===== src/rtl/block_dispatcher.sv =====
// block_dispatcher: breaks a kernel launch into fixed-size thread blocks.
// Each block goes to the lowest-index free compute core. Completions are
// counted, and done is raised once every block has retired.
module block_dispatcher #(
    parameter int NUM_CORES         = 2,
    parameter int THREADS_PER_BLOCK = 4
) (
    input  logic                      clk,
    input  logic                      reset_n,
    input  logic                      start,
    input  logic [7:0]                thread_count,
    input  logic [NUM_CORES-1:0]      core_done,
    output logic [NUM_CORES-1:0]      core_start,
    output logic [NUM_CORES-1:0][7:0] core_block_id,
    output logic [NUM_CORES-1:0][7:0] core_thread_count,
    output logic                      done
);

    localparam int         TPB_LOG2 = $clog2(THREADS_PER_BLOCK);
    localparam logic [7:0] TPB_MASK = 8'(THREADS_PER_BLOCK - 1);
    localparam logic [7:0] TPB_FULL = 8'(THREADS_PER_BLOCK);

    typedef enum logic [1:0] {
        S_IDLE = 2'd0,
        S_RUN  = 2'd1,
        S_DONE = 2'd2
    } top_state_t;

    typedef enum logic [1:0] {
        C_FREE   = 2'd0,
        C_LAUNCH = 2'd1,
        C_BUSY   = 2'd2
    } core_state_t;

    top_state_t           state;
    top_state_t           state_next;
    core_state_t          core_state      [NUM_CORES];
    core_state_t          core_state_next [NUM_CORES];

    logic [7:0]           total_blocks;
    logic [7:0]           kernel_threads;
    logic [7:0]           blocks_dispatched;
    logic [7:0]           blocks_done;

    logic                 launch;
    logic                 finish;
    logic                 dispatch_any;
    logic [NUM_CORES-1:0] dispatch_sel;
    logic [NUM_CORES-1:0] retire;
    logic [7:0]           retire_count;
    logic                 last_block;
    logic [7:0]           partial_threads;
    logic [7:0]           block_threads;

    // Top-level next state: accept a launch in IDLE, finish once all blocks retired.
    always_comb begin
        state_next = state;
        launch     = 1'b0;
        finish     = 1'b0;
        case (state)
            S_IDLE: begin
                if (start) begin
                    launch     = 1'b1;
                    state_next = S_RUN;
                end
            end
            S_RUN: begin
                if (blocks_done == total_blocks) begin
                    finish     = 1'b1;
                    state_next = S_DONE;
                end
            end
            S_DONE:  state_next = S_IDLE;
            default: state_next = S_IDLE;
        endcase
    end

    // Pick the lowest-index free core while undispatched blocks remain (one per cycle).
    always_comb begin
        dispatch_sel = '0;
        dispatch_any = 1'b0;
        if ((state == S_RUN) && (blocks_dispatched < total_blocks)) begin
            for (int k = 0; k < NUM_CORES; k++) begin
                if (!dispatch_any && (core_state[k] == C_FREE)) begin
                    dispatch_sel[k] = 1'b1;
                    dispatch_any    = 1'b1;
                end
            end
        end
    end

    // Thread count of the block about to go out: full, except for a partial tail block.
    always_comb begin
        last_block      = (blocks_dispatched == (total_blocks - 8'd1));
        partial_threads = kernel_threads & TPB_MASK;
        block_threads   = TPB_FULL;
        if (last_block && (partial_threads != 8'd0)) begin
            block_threads = partial_threads;
        end
    end

    // Per-core next state; core_done is only trusted in BUSY, since in LAUNCH it may be stale.
    always_comb begin
        retire = '0;
        for (int k = 0; k < NUM_CORES; k++) begin
            core_state_next[k] = core_state[k];
            case (core_state[k])
                C_FREE: begin
                    if (dispatch_sel[k]) begin
                        core_state_next[k] = C_LAUNCH;
                    end
                end
                C_LAUNCH: core_state_next[k] = C_BUSY;
                C_BUSY: begin
                    if (core_done[k]) begin
                        retire[k]          = 1'b1;
                        core_state_next[k] = C_FREE;
                    end
                end
                default: core_state_next[k] = C_FREE;
            endcase
        end
    end

    // Several cores may retire in the same cycle; all of them are counted.
    always_comb begin
        retire_count = '0;
        for (int k = 0; k < NUM_CORES; k++) begin
            retire_count = retire_count + 8'(retire[k]);
        end
    end

    // Top state register, kernel bookkeeping counters and the done level.
    always_ff @(posedge clk or negedge reset_n) begin
        if (!reset_n) begin
            state             <= S_IDLE;
            total_blocks      <= '0;
            kernel_threads    <= '0;
            blocks_dispatched <= '0;
            blocks_done       <= '0;
            done              <= 1'b0;
        end else begin
            state <= state_next;
            if (launch) begin
                // Round up with a 9-bit sum so that 253..255 threads do not wrap.
                total_blocks      <= 8'(({1'b0, thread_count} + 9'(THREADS_PER_BLOCK - 1)) >> TPB_LOG2);
                kernel_threads    <= thread_count;
                blocks_dispatched <= '0;
                blocks_done       <= '0;
                done              <= 1'b0;
            end else begin
                if (dispatch_any) begin
                    blocks_dispatched <= blocks_dispatched + 8'd1;
                end
                blocks_done <= blocks_done + retire_count;
                if (finish) begin
                    done <= 1'b1;
                end
            end
        end
    end

    // Per-core state registers.
    always_ff @(posedge clk or negedge reset_n) begin
        if (!reset_n) begin
            for (int k = 0; k < NUM_CORES; k++) begin
                core_state[k] <= C_FREE;
            end
        end else begin
            for (int k = 0; k < NUM_CORES; k++) begin
                core_state[k] <= core_state_next[k];
            end
        end
    end

    // Registered launch pulse; block ID and count hold until that core's next dispatch.
    always_ff @(posedge clk or negedge reset_n) begin
        if (!reset_n) begin
            core_start        <= '0;
            core_block_id     <= '0;
            core_thread_count <= '0;
        end else begin
            core_start <= dispatch_sel;
            for (int k = 0; k < NUM_CORES; k++) begin
                if (dispatch_sel[k]) begin
                    core_block_id[k]     <= blocks_dispatched;
                    core_thread_count[k] <= block_threads;
                end
            end
        end
    end

endmodule


===== config.mk =====
export PLATFORM = sky130hd
export DESIGN_NAME = block_dispatcher
export DESIGN_NICKNAME = d
export VERILOG_FILES = /design/src/rtl/block_dispatcher.sv
export SDC_FILE = /design/constraint.sdc
export NUM_CORES = 1
export LEC_CHECK = 0
export BUFFER_PORTS_ARGS = -buffer_cell sky130_fd_sc_hd__buf_2
export CORE_MARGIN = 1.5
export CORE_UTILIZATION = 51
export CTS_BUF_LIST = sky130_fd_sc_hd__clkbuf_4 sky130_fd_sc_hd__clkbuf_8 sky130_fd_sc_hd__clkbuf_16
export CTS_CLUSTER_DIAMETER = 60
export CTS_CLUSTER_SIZE = 30
export DETAILED_ROUTE_END_ITERATION = 10
export GPL_ROUTABILITY_DRIVEN = 0
export MAX_ROUTING_LAYER = met4
export PLACE_DENSITY = 0.82
export SLEW_MARGIN = 20
export SYNTH_ARGS = -nofsm -noshare
export SYNTH_HDL_FRONTEND = slang
export SYNTH_SLANG_ARGS = --single-unit

===== constraint.sdc =====
create_clock -name clk -period 2.4 [get_ports clk]
set_input_delay 0.24 -clock clk [delete_from_list [all_inputs] [get_ports clk]]
set_output_delay 0.24 -clock clk [all_outputs]
set_load 0.03 [all_outputs]

==> flow_metrics.tcl, run 1 <==
set metrics [dict create \
    dp_cells 399 \
    powerDensity_nw_per_um2 444 \
    timing.critical_path.slowest_cell_delay_ps 420 \
    layout.cells.most_common "sky130_fd_sc_hd__dfrtp_1" \
    avgViaCountPerCell 5.46 \
    run_status "completed" \
    synth_enable_flop_cells 0 \
    drt-wirelength-per-cell_um 15.1 \
    clk_transition_reported_paths_ps 110 \
    clk_root_buffer_cell "sky130_fd_sc_hd__clkbuf_8" \
    die_w_um 79.3 \
    final_layout_size_suffix_gt1_share_pct 28.7 \
    cts.htree.levels 2 \
    critical_path.startpoint_type "register" \
    grt_start_max_net_pins 35 \
    design_internal_power_w 0.00117 \
    crit_path_end_kind "register" \
    hp-class "input port to register" \
    postRouteAntennaNets 0 \
    tritoncts_clock_tree "done" \
    leakage_nw 1.74 \
    clock_sinks 56 \
    ioPinCount 48 \
    first_pass_grt_wire_length_mm 10.3 \
    final_cells 414 \
    fp.dieH_um 79.3 \
    synth.ff_latch_count 56 \
    netSwitchingFraction_pct 24.8 \
    number_of_maximum_capacitance_violations 0 \
    slew-limit-headroom_pct 49.6 \
    grt_pass1_vias 2077 \
    antenna_violations_before_repair 0 \
    final-hold-violation-count 0 \
    p_clk_share_pct 35.4 \
    min_tclk_post_route_ps 2360 \
    via_count 2261 \
    final_net_count 365 \
    layout-area-overhead-vs-synth_pct 18.4 \
    cp_cell_sequence "ha_4 > a21o_1 > a2111oi_4 > buf_4 > and3b_2 > and2_4 > buf_12 > mux2_4" \
    netlist_area_sq_um 2970 \
    cp.arrival_ps 2570 \
    yosysWarningCount 0 \
    dr.first_iter.drc_count 115 \
    fin_crit_sh_pct 98.4 \
    power.sequential.fraction_pct 60.5 \
    finish.utilization_pct 63.0 \
    numCtsBuffers 5 \
    dpl.hpwl_mm 4.45 \
    critical_path_buf_inv_count 2 \
    crit_path_top_delay_cell "sky130_fd_sc_hd__dfrtp_1" \
    final_max_slew_viol_count 0 \
    mean_instance_size_in_the_synthesized_netlist_sq_um 10.4 \
    ir_drop_v 0.000254 \
    synth.yosys.seq_area_share_pct 47.2 \
    worst_ep_required_time_ps 2610 \
    dominant_synthesized_flop_cell "sky130_fd_sc_hd__dfrtp_1" \
    drt-total-wl_mm 6.27 \
    cp_top_family "compound AO/OA/AOI/OAI gates" \
    ys_types 46 \
    report.final.setup_viol 0 \
    rsz0062_at_grt "yes" \
    grt_util_all_layers_pct 22.0 \
    global_route.overflow_total 0 \
    remaining_routing_drc_violations 0 \
    firstDrtPassIters 4 \
    placement.io_buffers 37 \
    diodes 0 \
    fmax_ghz 0.423 \
    final.fill_count 472 \
    path_max_fanout 6 \
    final.setup_skew_ps 12.5 \
    initial_utilization_pct 53.2 \
    postSynthCellCount 286 \
    tightestPinTransition_ps 756 \
    netSwitchingPower_w 0.000387 \
    die_area_sq_um 6280 \
    async_reset_ff_share_pct 100 \
    combPwrFrac_pct 4.1 \
    ctsLongestPathBuffers 2 \
    coreArea_sq_um 5570 \
    mostFrequentLayoutCells "sky130_fd_sc_hd__dfrtp_1 (55), sky130_fd_sc_hd__buf_2 (37), sky130_fd_sc_hd__nand2_1 (26)" \
    placementRows 27 \
    worstSkewPairLatency_ps 320 \
    setup.worst_path.class "register to register" \
]
-- synthesized netlist by cell type (2+ instances only) --
cell type                  instances  share of area [%]
sky130_fd_sc_hd__a211oi_1          3               0.76
sky130_fd_sc_hd__a21o_1            3               0.76
sky130_fd_sc_hd__a21oi_1           6                1.0
sky130_fd_sc_hd__and2_1            5                1.1
sky130_fd_sc_hd__and3_1            4               0.84
sky130_fd_sc_hd__buf_4            11                2.8
sky130_fd_sc_hd__clkbuf_1          8                1.0
sky130_fd_sc_hd__dfrtp_1          56                 47
sky130_fd_sc_hd__ha_1             10                4.2
sky130_fd_sc_hd__inv_1            13                1.6
sky130_fd_sc_hd__mux2_2           16                6.1
sky130_fd_sc_hd__mux2_4            2                1.0
sky130_fd_sc_hd__mux2i_1           4                1.3
sky130_fd_sc_hd__nand2_1          26                3.3
sky130_fd_sc_hd__nand2b_1          3               0.63
sky130_fd_sc_hd__nand3_1          19                3.2
sky130_fd_sc_hd__nand3b_1          2               0.51
sky130_fd_sc_hd__nand4_1           3               0.63
sky130_fd_sc_hd__nor2_1           14                1.8
sky130_fd_sc_hd__nor2b_1           5                1.1
sky130_fd_sc_hd__nor3_1            3               0.51
sky130_fd_sc_hd__nor3b_1           2               0.51
sky130_fd_sc_hd__nor4_1            3               0.63
sky130_fd_sc_hd__o211ai_1          2               0.51
sky130_fd_sc_hd__o21a_1            2               0.51
sky130_fd_sc_hd__o21ai_0          14                2.4
sky130_fd_sc_hd__o22ai_1           4               0.84
sky130_fd_sc_hd__or4_1             3               0.76
sky130_fd_sc_hd__xnor2_1          13                3.8
sky130_fd_sc_hd__xor2_1           11                3.2
-- through the flow --
stage	cell area (sq um)	setup slack (ps)	TNS, ps	hold slack (ps)	power (W)
after floorplan	3000	28.8	0	-55.6	0.00100
after global placement	3280	120	0	350	0.00102
after detailed placement	3280	-25.9	-25.9	346	0.00103
after CTS	3390	4.51	0	160	0.00156
after global routing	3510	-60.1	-472	193	0.00162
final	3510	37.9	0	166	0.00156
-- cell type report --
class                   count  area, sq um  share of cell area, %
inverters                  13         48.8                   1.39
multi-input cells         204         1480                   42.0
clock buffers               5         68.8                   1.96
flip-flops and latches     56         1400                   39.9
clock inverters             3         25.0                  0.712
repair buffers             61          402                   11.4
well taps                  72         90.1                   2.56
-- path summary, 6_finish.rpt --
kind	from	endpoint	slack (ps)	cells after the start
max	blocks_dispatched[5]	core_block_id[10]	40	8
min	thread_count[7]	total_blocks[6]	170	3
max reg2reg	blocks_dispatched[5]	core_block_id[10]	40	8
min reg2reg	done	done	490	1
max in group asynchronous	reset_n	core_state[0]	1210	3
min in group asynchronous	reset_n	done	510	2
-- flip-flops by register name, indices dropped and copies added (netlist names) --
name / count
state: 2
core_start: 2
core_thread_count: 6
done: 1
total_blocks: 7
blocks_dispatched: 8
core_block_id: 16
blocks_done: 8
kernel_threads: 2
core_state: 4
-- metal layers --
metal	track usage, %	up-vias	wire length [um]
met5	-	-	0
met2	33.8	68	2930
met1	29.3	1109	2950
met4	6.84	0	95
met3	4.94	9	289
li1	-	1075	-
-- logic make-up after synthesis --
logic type / synth area share (%)
other cells: 0.126
xor+xnor: 7.09
flops: 47.2
fa+ha+maj: 4.89
simple gates: 17.3
compound gates: 8.77
mux: 8.44
buf+inv: 6.16
-- worst min-delay path, delay by kind of cell --
family | cells | cell delay [ps]
AO/OA/AOI/OAI | 1 | 50
AND/OR/NAND/NOR | 1 | 50
buffers and inverters | 1 | 110
-- timing repair --
action | 4_1_cts | 5_1_grt
gates resized for setup | 1 | 16
hold endpoints to repair | 2 | 0
setup endpoints to repair | 3 | 20
hold buffers | 1 | 0
gates cloned | 0 | 1
buffers inserted | 0 | 5
pin swaps | 0 | 4
-- power by group through the flow --
stage | logic, W | clock network [W] | registers [W]
final | 0.0000642 | 0.000552 | 0.000943
after global routing | 0.0000728 | 0.000601 | 0.000943
after CTS | 0.0000654 | 0.000554 | 0.000943
after detailed placement | 0.0000641 | 0 | 0.000961
after global placement | 0.0000632 | 0 | 0.000961
after floorplan | 0.0000417 | 0 | 0.000962
Power figures use the tool's default switching activity.
==> run 2, diff against run 1 <==
CORE_UTILIZATION = 61   (was 51)
PLACE_DENSITY = unset   (was 0.82)
PLACE_DENSITY_LB_ADDON = 0.08   (was unset)
clock period = 2.9 ns   (was 2.4 ns; I/O delays follow)
==> run 2 against run 1 <==
Non-clock buffer count fell by 14. Clock power fell by 22%. Global-route usage rose by 2.6 points. Sequential share of layout area rose by 2.7 points. Design area fell by 6.5%. Final cell count fell by 7.7%. Largest power group unchanged.
==> flow_metrics.tcl, run 2 (same netlist as run 1, synthesis figures left out) <==
set metrics [dict create \
    run_status "completed" \
    mostFrequentLayoutCells "sky130_fd_sc_hd__dfrtp_1 (56), sky130_fd_sc_hd__buf_2 (37), sky130_fd_sc_hd__nand2_1 (26)" \
    grt_start_max_net_pins 34 \
    firstDrtPassIters 4 \
    fp.dieH_um 72.7 \
    detailedPlace.worstSlack_ps 270 \
    die_area_sq_um 5290 \
    grt_pass1_vias 1969 \
    critical_path.startpoint_type "register" \
    ir_drop_v 0.000241 \
    clk_transition_reported_paths_ps 100 \
    hold_fix_buffers_at_cts 0 \
    final-hold-violation-count 0 \
    timing_startpoint_of_the_critical_path "total_blocks[4]" \
    cp_cell_sequence "inv_1 > ha_1 > a21o_1 > a2111oi_4 > and3b_1 > and2_1 > mux2_2" \
    timing.final.ws_setup_ps 233 \
    diodes 0 \
    timing.critical_path.slowest_cell_delay_ps 500 \
    r2r-end "core_block_id[11]" \
    placementRows 25 \
    remaining_routing_drc_violations 0 \
    r2r_slack_ps 230 \
    dpl.hpwl_mm 4.18 \
    ctsLongestPathBuffers 2 \
    final_max_slew_viol_count 0 \
    reg2regPathDepth 7 \
    cts_setup_buffers 0 \
    power.sequential.fraction_pct 61.7 \
    rsz0062_at_grt "no" \
    largest_registers "core_block_id: 16 flops, blocks_dispatched: 8 flops, blocks_done: 8 flops" \
    die_w_um 72.7 \
    cp_top_family "simple AND/OR/NAND/NOR gates" \
    numCtsBuffers 5 \
    tritoncts_clock_tree "done" \
    final.setup_skew_ps 8.64 \
    p_clk_share_pct 34.3 \
    initial_utilization_pct 63.2 \
    fmax_ghz 0.375 \
    final_net_count 351 \
    drt-wirelength-per-cell_um 15.0 \
    avgViaCountPerCell 5.59 \
    powerDensity_nw_per_um2 385 \
    critical_path_buf_inv_count 1 \
    combPwrFrac_pct 4.1 \
    postRouteAntennaNets 0 \
    leakage_nw 1.66 \
    setup.worst_path.class "register to register" \
    clock_sinks 56 \
    drt-total-wl_mm 5.73 \
    ioPinCount 48 \
    register_name_with_the_most_flops "core_block_id" \
    final.fill_count 375 \
    worstSetupPathDepth 7 \
    worstSkewPairLatency_ps 310 \
    worst_ep_required_time_ps 3110 \
    antenna_violations_before_repair 0 \
    crit_path_top_delay_cell "sky130_fd_sc_hd__dfrtp_1" \
    setup-tns-final_ps 0 \
    cts.htree.levels 2 \
    first_pass_grt_wire_length_mm 9.55 \
    netSwitchingPower_w 0.000300 \
    hp-class "input port to async pin" \
    cp.arrival_ps 2880 \
    global_route.overflow_total 0 \
    layout.cells.most_common "sky130_fd_sc_hd__dfrtp_1" \
    number_of_maximum_capacitance_violations 0 \
    netSwitchingFraction_pct 23.7 \
    timing.rr.start "total_blocks[4]" \
    via_count 2137 \
    path_max_fanout 10 \
    slew-limit-headroom_pct 40.5 \
    dr.first_iter.drc_count 94 \
    placement.io_buffers 37 \
    layout-area-overhead-vs-synth_pct 10.8 \
    crit_path_end_kind "register" \
    fin_crit_sh_pct 92.0 \
    report.final.setup_viol 0 \
    min_tclk_post_route_ps 2670 \
    tightestPinTransition_ps 893 \
    grt_util_all_layers_pct 24.6 \
    postCtsResizedCells 0 \
    crit_end "core_block_id[11]" \
    clk_root_buffer_cell "sky130_fd_sc_hd__clkbuf_8" \
    final_layout_size_suffix_gt1_share_pct 23.2 \
    max_ffs_per_register 16 \
    design_internal_power_w 0.000965 \
    coreArea_sq_um 4690 \
]
-- run 2: cell types whose count changed in the layout (fill, tap and decap cells not counted), sizes merged --
cell	delta
clkbuf	-1
clkinvlp	-1
inv	-1
buf	-12
dlygate4sd3	-1
clkinv	+2
-- run 2: power by group through the flow --
stage | Clock (W) | Sequential, W | Combinational [W]
global route | 0.000475 | 0.000780 | 0.0000589
finish | 0.000433 | 0.000780 | 0.0000515
floorplan | 0 | 0.000796 | 0.0000345
global placement | 0 | 0.000796 | 0.0000519
detailed placement | 0 | 0.000796 | 0.0000527
CTS | 0.000443 | 0.000780 | 0.0000527
-- run 2: layout make-up --
cell class	count	area (sq um)	share of cell area (%)
multi-input cells	204	1420	43.1
flip-flops and latches	56	1400	42.7
repair buffers	47	260	7.92
clock buffers	5	68.8	2.09
well taps	54	67.6	2.06
inverters	13	48.8	1.49
clock inverters	3	22.5	0.685
-- run 2: routing by layer --
layer,part of all wire (%),global-route usage (%),vias to the layer above,wire length [um]
met3,4.1,5.52,6,235
met1,49,34.5,1023,2840
met2,45,36.3,55,2590
met5,0,-,-,0
li1,-,-,1053,-
met4,1.1,6.29,0,65
-- run 2: worst min path at each step --
| stage | startpoint | end | slack, ps | depth (start not counted) |
|---|---|---|---|---|
| final | reset_n | blocks_done[4] | 20 | 1 |
| after floorplan | reset_n | blocks_dispatched[0] | -6 | 0 |
| after CTS | reset_n | kernel_threads[1] | 40 | 1 |
| after detailed placement | reset_n | blocks_done[3] | 390 | 1 |
| after global routing | reset_n | blocks_done[4] | 80 | 1 |
| after global placement | reset_n | blocks_done[0] | 380 | 1 |
-- run 2: metrics by stage --
step,cells,util (%),total power [W],area [sq um],hold WS [ps]
after floorplan,295,-,0.000830,3000,-5.59
after global placement,374,68.1,0.000848,3190,381
after detailed placement,374,68.1,0.000848,3190,389
after CTS,382,70.0,0.00128,3290,44.6
after global routing,382,70.0,0.00131,3290,78.5
final,382,70.0,0.00127,3290,16.2
==> run 3, diff against run 2 <==
ABC_AREA = 1   (was unset)
==> run 3 against run 2 <==
Sequential share of layout area down 1.4 points. Critical path type unchanged. Sequential cell count unchanged. First-iteration DRC count up 100%. Register-to-register slack better by 640 ps. Final cell count up 26%. Fmax up 31%. Largest cell class unchanged. Largest power group unchanged. Power up 15%. Clock skew up 2.3 ps. Hold slack better by 160 ps. Design area up 3.5%. Global-route usage up 1.0 points. Synthesized cell count up 30%.
==> flow_metrics.tcl, run 3 <==
set metrics [dict create \
    die_w_um 74.2 \
    ys_types 40 \
    worst_ep_required_time_ps 3080 \
    min_tclk_post_route_ps 2030 \
    largest_registers "core_block_id: 16 flops, blocks_dispatched: 8 flops, blocks_done: 8 flops" \
    grt_start_max_net_pins 30 \
    drt-total-wl_mm 6.23 \
    final_net_count 437 \
    tritoncts_clock_tree "done" \
    synth.ff_latch_count 56 \
    design_internal_power_w 0.00106 \
    cp.arrival_ps 2210 \
    run_status "completed" \
    crit_path_end_kind "register" \
    via_count 2472 \
    mostFrequentLayoutCells "sky130_fd_sc_hd__nand2_1 (106), sky130_fd_sc_hd__dfrtp_1 (56), sky130_fd_sc_hd__inv_1 (37), sky130_fd_sc_hd__buf_2 (37), sky130_fd_sc_hd__nor2_1 (30)" \
    dpl.hpwl_mm 4.83 \
    firstDrtPassIters 4 \
    p_clk_share_pct 29.9 \
    final_max_slew_viol_count 0 \
    holdPathStages 2 \
    avgViaCountPerCell 5.14 \
    grt_pass1_vias 2231 \
    netSwitchingPower_w 0.000396 \
    first_pass_grt_wire_length_mm 10.4 \
    timing.rr.start "core_state[3]" \
    hp-class "input port to register" \
    highest_layer "met4" \
    layout.cells.most_common "sky130_fd_sc_hd__nand2_1" \
    final_layout_size_suffix_gt1_share_pct 20.0 \
    powerDensity_nw_per_um2 428 \
    diodes 0 \
    netSwitchingFraction_pct 27.2 \
    clk_root_buffer_cell "sky130_fd_sc_hd__clkbuf_8" \
    fp.dieH_um 74.2 \
    fin_crit_sh_pct 70.1 \
    final.setup_skew_ps 10.9 \
    hp-start "thread_count[7]" \
    max_ffs_per_register 16 \
    ctsLongestPathBuffers 2 \
    remaining_routing_drc_violations 0 \
    report.final.setup_viol 0 \
    fmax_ghz 0.492 \
    numCtsBuffers 5 \
    mean_instance_size_in_the_synthesized_netlist_sq_um 8.29 \
    path_max_fanout 4 \
    ir_drop_v 0.000442 \
    combPwrFrac_pct 10.9 \
    die_area_sq_um 5500 \
    power.sequential.fraction_pct 59.2 \
    netlist.area_leader.share_pct 45.3 \
    async_reset_ff_share_pct 100 \
    synth.yosys.seq_area_share_pct 45.3 \
    post-synth-top-area-cell "sky130_fd_sc_hd__dfrtp_1" \
    clock_sinks 56 \
    clk_transition_reported_paths_ps 100 \
    critical_path.startpoint_type "register" \
    yosys.cell_count.top_type "sky130_fd_sc_hd__nand2_1" \
    leakage_nw 1.85 \
    number_of_maximum_capacitance_violations 0 \
    postSynthCellCount 373 \
    netlist_area_sq_um 3090 \
    synth.area.top_cells "sky130_fd_sc_hd__dfrtp_1 (45%), sky130_fd_sc_hd__nand2_1 (13%), sky130_fd_sc_hd__inv_1 (4.5%), sky130_fd_sc_hd__ha_1 (4.0%), sky130_fd_sc_hd__nor2_1 (3.6%)" \
    grt_util_all_layers_pct 25.6 \
    placementRows 25 \
    dominant_synthesized_flop_cell "sky130_fd_sc_hd__dfrtp_1" \
    setup-tns-final_ps 0 \
    dr.first_iter.drc_count 190 \
    layout-area-overhead-vs-synth_pct 9.96 \
    finish.utilization_pct 70.6 \
    postCtsResizedCells 0 \
    yosysWarningCount 0 \
    ys_top_cells_by_count "sky130_fd_sc_hd__nand2_1 (106), sky130_fd_sc_hd__dfrtp_1 (56), sky130_fd_sc_hd__inv_1 (37), sky130_fd_sc_hd__nor2_1 (30), sky130_fd_sc_hd__nand3_1 (19)" \
    placement.io_buffers 37 \
    reg2regPathDepth 10 \
    met2RoutedLength_mm 2.97 \
    cts.htree.levels 2 \
    postRouteAntennaNets 0 \
    timing_startpoint_of_the_critical_path "core_state[3]" \
    initial_utilization_pct 64.2 \
    detail_route.wirelength.met1_mm 2.88 \
    setup.worst_path.class "register to register" \
    antenna_violations_before_repair 0 \
    worstSkewPairLatency_ps 310 \
    final-hold-violation-count 0 \
    ioPinCount 48 \
    routed-wl-met3_um 275 \
    register_name_with_the_most_flops "core_block_id" \
    rsz0062_at_grt "no" \
    synth_enable_flop_cells 0 \
    drt-wirelength-per-cell_um 12.9 \
    global_route.overflow_total 0 \
    coreArea_sq_um 4820 \
]
run 3: area by class of cell:
cell class              instances  area (sq um)
well taps                      67          83.8
repair buffers                 41           218
flip-flops and latches         56          1400
multi-input cells             263          1430
fillers                       427          1420
inverters                      46           179
clock inverters                 2          16.3
clock buffers                   6          76.3
run 3: power groups by stage:
stage               Sequential, W  Combinational, W  Clock (W)
floorplan                0.000866          0.000122          0
CTS                      0.000861          0.000162   0.000447
global placement         0.000875          0.000153          0
global route             0.000870          0.000187   0.000474
finish                   0.000861          0.000159   0.000435
detailed placement       0.000877          0.000160          0
run 3: worst paths after layout:
kind | end | slack (ps)
worst max-delay path | blocks_done[6] | 870
worst min-delay path | total_blocks[5] | 180
worst max register to register | blocks_done[6] | 870
worst min register to register | core_state[3] | 460
max in group asynchronous | blocks_done[2] | 1850
min in group asynchronous | core_block_id[0] | 430
run 3: per-layer routing:
layer / global-route usage, % / up-vias
met5: - / -
met4: 8.02 / 0
met3: 4.47 / 8
met2: 39.1 / 62
met1: 34.9 / 1155
li1: - / 1247
run 3: what timing repair did:
item	4_1_cts	5_1_grt
buffers inserted	0	0
hold buffers	1	0
endpoints found under the hold margin	16	0
run 3: logic make-up (layout without fill, tap and decap cells):
kind of cell	after synthesis	after routing	synth area share, %
other	1	10	0.121
flip-flops	56	56	45.3
XOR/XNOR	11	11	3.12
buffers and inverters	63	95	9.67
AND/OR/NAND/NOR	188	188	27.8
AO/OA/AOI/OAI	43	43	9.27
adder cells (fa/ha/maj)	11	11	4.69
run 3: metrics by stage:
| stage | setup WS, ps | area [sq um] | hold WS [ps] | cells | power (W) |
|---|---|---|---|---|---|
| after floorplan | 1030 | 3130 | -5.59 | 382 | 0.000988 |
| after detailed placement | 855 | 3300 | 235 | 472 | 0.00104 |
| after global routing | 709 | 3400 | 181 | 481 | 0.00153 |
| after CTS | 842 | 3400 | 170 | 481 | 0.00147 |
| after global placement | 916 | 3300 | 235 | 472 | 0.00103 |
| final | 868 | 3400 | 178 | 481 | 0.00145 |
run 3: worst max-delay path, stage by stage (launching register included):
cell and delay [ps]:
sky130_fd_sc_hd__dfrtp_1 380, sky130_fd_sc_hd__nand2_1 70, sky130_fd_sc_hd__or2_2 290, sky130_fd_sc_hd__fa_1 460
sky130_fd_sc_hd__inv_1 80, sky130_fd_sc_hd__ha_1 150, sky130_fd_sc_hd__nand2_1 50, sky130_fd_sc_hd__inv_1 70
sky130_fd_sc_hd__nand2_1 90, sky130_fd_sc_hd__nor4_1 210, sky130_fd_sc_hd__nor3_1 70
